`src/rtl/mux_arb_pkg.sv`:
```
// Shared encodings for the packet-aware 2:1 round-robin arbiter.
package mux_arb_pkg;

  localparam int unsigned DEF_WIDTH = 8;

  typedef enum logic [1:0] {
    ST_IDLE   = 2'd0,
    ST_LOCK_A = 2'd1,
    ST_LOCK_B = 2'd2
  } state_t;

  localparam logic SEL_A = 1'b0;
  localparam logic SEL_B = 1'b1;

endpackage

```
`src/rtl/mux2_bus.sv`:
```
// WIDTH-bit 2:1 multiplexer: y = sel ? b : a.
module mux2_bus #(
  parameter int unsigned WIDTH = 8
) (
  input  logic             sel,
  input  logic [WIDTH-1:0] a,
  input  logic [WIDTH-1:0] b,
  output logic [WIDTH-1:0] y
);

  // Pure select, no transformation of the payload.
  assign y = sel ? b : a;

endmodule

```
`src/rtl/mux2_rr_arbiter.sv`:
```
// Packet-aware round-robin arbiter between sources A and B feeding a
// single-entry registered output slot. Grant is held for a whole packet.
module mux2_rr_arbiter
  import mux_arb_pkg::*;
#(
  parameter int unsigned WIDTH = DEF_WIDTH
) (
  input  logic             clk,
  input  logic             rst,
  input  logic             a_valid,
  input  logic [WIDTH-1:0] a_data,
  input  logic             a_last,
  output logic             a_ready,
  input  logic             b_valid,
  input  logic [WIDTH-1:0] b_data,
  input  logic             b_last,
  output logic             b_ready,
  output logic             y_valid,
  output logic [WIDTH-1:0] y_data,
  output logic             y_last,
  output logic             y_sel,
  input  logic             y_ready
);

  state_t           state;
  state_t           state_nxt;
  logic             last_grant;
  logic             last_grant_nxt;
  logic             load;
  logic             grant_sel;
  logic             grant_vld;
  logic             lock;
  logic             ready_sel;
  logic             accept;
  logic [WIDTH-1:0] sel_data;
  logic             sel_last;

  // Data and end-of-packet steered by the same combinational grant.
  mux2_bus #(.WIDTH(WIDTH)) u_mux_data (
    .sel (grant_sel),
    .a   (a_data),
    .b   (b_data),
    .y   (sel_data)
  );

  mux2_bus #(.WIDTH(1)) u_mux_last (
    .sel (grant_sel),
    .a   (a_last),
    .b   (b_last),
    .y   (sel_last)
  );

  // Grant selection, ready decode and next-state logic.
  always_comb begin
    grant_sel      = SEL_A;
    grant_vld      = 1'b0;
    lock           = 1'b0;
    state_nxt      = state;
    last_grant_nxt = last_grant;

    load = ~y_valid | y_ready;

    case (state)
      ST_LOCK_A: begin
        grant_sel = SEL_A;
        grant_vld = a_valid;
        lock      = 1'b1;
      end
      ST_LOCK_B: begin
        grant_sel = SEL_B;
        grant_vld = b_valid;
        lock      = 1'b1;
      end
      default: begin
        if (a_valid && b_valid) begin
          grant_sel = ~last_grant;
        end else if (b_valid) begin
          grant_sel = SEL_B;
        end else begin
          grant_sel = SEL_A;
        end
        grant_vld = a_valid | b_valid;
      end
    endcase

    // A locked source sees ready whenever the slot can load; in IDLE only
    // the granted, valid source does. Reset masks both.
    ready_sel = ~rst & load & (lock | grant_vld);
    a_ready   = ready_sel & (grant_sel == SEL_A);
    b_ready   = ready_sel & (grant_sel == SEL_B);
    accept    = ready_sel & grant_vld;

    if (accept) begin
      last_grant_nxt = grant_sel;
      if (sel_last) begin
        state_nxt = ST_IDLE;
      end else if (grant_sel == SEL_B) begin
        state_nxt = ST_LOCK_B;
      end else begin
        state_nxt = ST_LOCK_A;
      end
    end
  end

  // State, arbitration history and the output slot.
  always_ff @(posedge clk) begin
    if (rst) begin
      state      <= ST_IDLE;
      last_grant <= SEL_B;
      y_valid    <= 1'b0;
      y_data     <= '0;
      y_last     <= 1'b0;
      y_sel      <= SEL_A;
    end else begin
      state      <= state_nxt;
      last_grant <= last_grant_nxt;
      if (accept) begin
        y_valid <= 1'b1;
        y_data  <= sel_data;
        y_last  <= sel_last;
        y_sel   <= grant_sel;
      end else if (load) begin
        y_valid <= 1'b0;
      end
    end
  end

endmodule

```
`config.mk`:
```
export PLATFORM = sky130hd
export DESIGN_NAME = mux2_rr_arbiter
export DESIGN_NICKNAME = d
export VERILOG_FILES = /design/src/rtl/mux_arb_pkg.sv /design/src/rtl/mux2_bus.sv /design/src/rtl/mux2_rr_arbiter.sv
export SDC_FILE = /design/constraint.sdc
export NUM_CORES = 1
export LEC_CHECK = 0
export CELL_PAD_IN_SITES_DETAIL_PLACEMENT = 2
export CELL_PAD_IN_SITES_GLOBAL_PLACEMENT = 2
export CORE_MARGIN = 5
export CORE_UTILIZATION = 22
export CTS_CLUSTER_DIAMETER = 200
export DETAILED_ROUTE_END_ITERATION = 12
export GPL_TIMING_DRIVEN = 0
export PLACE_DENSITY_LB_ADDON = 0.12
export SYNTH_ARGS = -nofsm -noshare
export SYNTH_HDL_FRONTEND = slang
export SYNTH_SLANG_ARGS = --single-unit
```
`constraint.sdc`:
```
create_clock -name clk -period 3.7 [get_ports clk]
set_input_delay 0.925 -clock clk [delete_from_list [all_inputs] [get_ports clk]]
set_output_delay 0.925 -clock clk [all_outputs]
set_load 0.005 [all_outputs]
```
==> results of run 1 <==
==> layer usage <==
metal,wire length [microns],vias to the layer above
met4,34,0
met1,969,362
met5,0,-
met3,178,4
li1,-,370
met2,1180,25
==> cell families after synthesis <==
group / after synthesis / synth area share
and+or+nand+nor: 37 / 0.269
DFF: 14 / 0.396
adders and majority gates: 2 / 0.0354
buffers and inverters: 8 / 0.0779
AOI/OAI and AO/OA: 24 / 0.221
==> area by class of cell <==
cell class / instances / area [sq um]
Tap cell: 44 / 55.1
Fill cell: 384 / 1940
Clock buffer: 4 / 36.3
Sequential cell: 14 / 280
Inverter: 2 / 7.51
Multi-Input combinational cell: 63 / 372
Timing Repair Buffer: 34 / 340
Buffer: 6 / 47.5
==> power groups by stage <==
stage | Clock [W] | Sequential, W | Combinational, W
floorplan | 0 | 0.000178 | 0.0000599
detailed placement | 0 | 0.000178 | 0.000132
finish | 0.000116 | 0.000174 | 0.000129
CTS | 0.000123 | 0.000175 | 0.000133
global placement | 0 | 0.000178 | 0.000130
global route | 0.000130 | 0.000177 | 0.000144
==> critical path, stage by stage <==
cell	delay, ns
clkdlybuf4s50_1	0.45
and2b_2	0.24
or3_2	0.43
nor2_1	0.11
clkdlybuf4s50_1	0.51
==> stage by stage <==
| stage | instance area, sq um | worst slack, ns | power [W] | hold WS [ns] | cells |
|---|---|---|---|---|---|
| CTS | 1140 | 0.0844 | 0.000431 | 0.497 | 167 |
| detailed placement | 1100 | 0.0881 | 0.000310 | 0.483 | 163 |
| global placement | 1100 | 0.100 | 0.000307 | 0.468 | 163 |
| finish | 1140 | 0.115 | 0.000420 | 0.485 | 167 |
| floorplan | 707 | 1.08 | 0.000238 | 0.446 | 85 |
| global route | 1140 | 0.0347 | 0.000450 | 0.524 | 167 |
==> sequential cells by signal, summed over array words and instances, names as in the netlist <==
name and count:
y_sel 1, last_grant 1, state 2, y_data 8, y_last 1, y_valid 1
==> path summary, 6_finish.rpt <==
| check | to | slack, ns | cells past startpoint |
|---|---|---|---|
| worst max register to register | y_data[2] | 1.68 | 7 |
| worst min register to register | state[0] | 0.48 | 2 |
| worst min-delay path | state[0] | 0.48 | 2 |
| worst max-delay path | b_ready | 0.12 | 5 |
==> synth_stat cells <==
master / number / area (sq um)
nor2_1: 16 / 60.1
dfxtp_1: 14 / 280
nand2_1: 12 / 45.0
a21oi_1: 11 / 55.1
a211oi_1: 8 / 60.1
buf_2: 3 / 15.0
and2b_2: 2 / 17.5
clkbuf_8: 2 / 27.5
ha_1: 2 / 25.0
inv_1: 2 / 7.51
or3_1: 2 / 12.5
a21boi_0: 1 / 7.51
a21o_2: 1 / 8.76
a221oi_1: 1 / 8.76
a311oi_1: 1 / 8.76
clkbuf_2: 1 / 5.00
nor3_1: 1 / 5.00
nor3b_4: 1 / 18.8
nor4_2: 1 / 12.5
o21bai_1: 1 / 7.51
or3_2: 1 / 7.51
or4_4: 1 / 11.3
==> run_results.csv, run 1 <==
group,metric,value,unit
run_status,status,"complete, no violations",
floorplanning,core_area,3080,sq um
detailed_routing,wl,2360,microns
pwr,switching_share,0.284,
floorplanning,start_util,0.230,
yosys,synth_nets,110,
detailed_routing,dr.pass1.iters,4,
floorplanning,die_area,4450,sq um
grt,met3_usage,0.0304,
timing,slew_headroom,0.713,
pwr,clkPwrFrac,0.276,
yosys,syn_area,707,sq um
final_layout,nets,149,
timing,min_period,3.58,ns
timing,max_freq,279,MHz
critical_path,crit_type,"input pin to output pin",
yosys,ys_seq_elements,14,
yosys,syn_inst,85,
placement,hpwlAfterDp,1880,microns
timing,tightest_slew,0.431,ns
clock_network,cts_tree,"done",
timing,rsz0062_at_grt,"false",
timing,finalSetupViolations,0,
floorplanning,die_x,66.7,microns
clock_network,h-tree-depth,1,
grt,use_met2,0.207,
detailed_routing,drtIter0Drc,8,
hold_path,worstHoldPathType,"flip-flop to flip-flop",
yosys,yosysSeqAreaShare,0.396,
final_layout,syn_to_final_growth,61.1,%
clock_network,clk_latency,0.29,ns
detailed_routing,vias,761,
grt,track_usage,0.119,
final_layout,final_common_cell,"clkdlybuf4s50_1",
detailed_routing,routed_via_density,4.56,
critical_path,cp.required,2.77,ns
pwr,p_leak,0.445,nW
floorplanning,io_pins,36,
grt,antenna_found_initial,0,
timing,min_period_over_period,0.969,
placement,routabilityCongestion,0.723,
critical_path,cp-start-kind,"input pin",
clock_network,post-cts-setup-buffers,0,
final_layout,n_antenna_cell,0,
pwr,vdd.ir_drop.worst,0.173,mV
critical_path,arrival,2.66,ns
clock_network,cts.sinks,14,
yosys,yosys_warnings,0,
flow_run,drv_cap,0,
detailed_routing,ant_nets,0,
pwr,power.switching,0.000119,W
floorplanning,rows,20,
yosys,syn_avg_cell_area,8.32,sq um
timing,finalSetupTns,0,ns
clock_network,hold_buffers,0,
pwr,internal_power,0.000300,W
detailed_routing,drc,0,
final_layout,post-route-util,0.370,
timing,slew_viol_final,0,
pwr,seq_power_share,0.416,
detailed_routing,wl_per_cell,14.1,microns
timing,fin_skew,0.00343,ns
placement,numPortBuffers,34,
critical_path,crit_fanout,4,
critical_path,startpoint,"y_ready",
final_layout,layout-drive-gt1-share,0.138,
yosys,synth_cell_types,22,
clock_network,clkTransAtPathRegs,0.09,ns
timing,hold_violations,0,
grt,overflow,0,
clock_network,cts_resized,0,
grt,grtUsageMet1,0.135,
pwr,p_comb_frac,0.308,
final_layout,final_cell_mix,"clkdlybuf4s50_1 (34), nor2_1 (16), dfxtp_1 (14)",
clock_network,cts_made_buffers,3,
hold_path,holdCritStartpoint,"state[0]",
grt,top_usage_layer,"met2",
clock_network,clk_path_buf_depth,2,
floorplanning,die_h,66.7,microns
clock_network,clock-root-buffer,"clkbuf_4",
grt,grt_max_degree,11,
grt,grt_pass1_wl,3990,microns
pwr,powerDensity,369,nW/um^2
critical_path,endpoint_kind,"output pin",
critical_path,r2r-start,"state[0]",
grt,grt_pass1_vias,878,
Note: power is estimated with default switching activity, not from simulation.
==> inputs of run 2 (changes only) <==
--- a/config.mk
+++ b/config.mk
@@ -13,6 +13,7 @@
 export DETAILED_ROUTE_END_ITERATION = 12
 export GPL_TIMING_DRIVEN = 0
 export PLACE_DENSITY_LB_ADDON = 0.12
+export SLEW_MARGIN = 30
 export SYNTH_ARGS = -nofsm -noshare
 export SYNTH_HDL_FRONTEND = slang
 export SYNTH_SLANG_ARGS = --single-unit
==> results of run 2 <==
No change in the layout: final DEF, timing and power equal those of run 1.
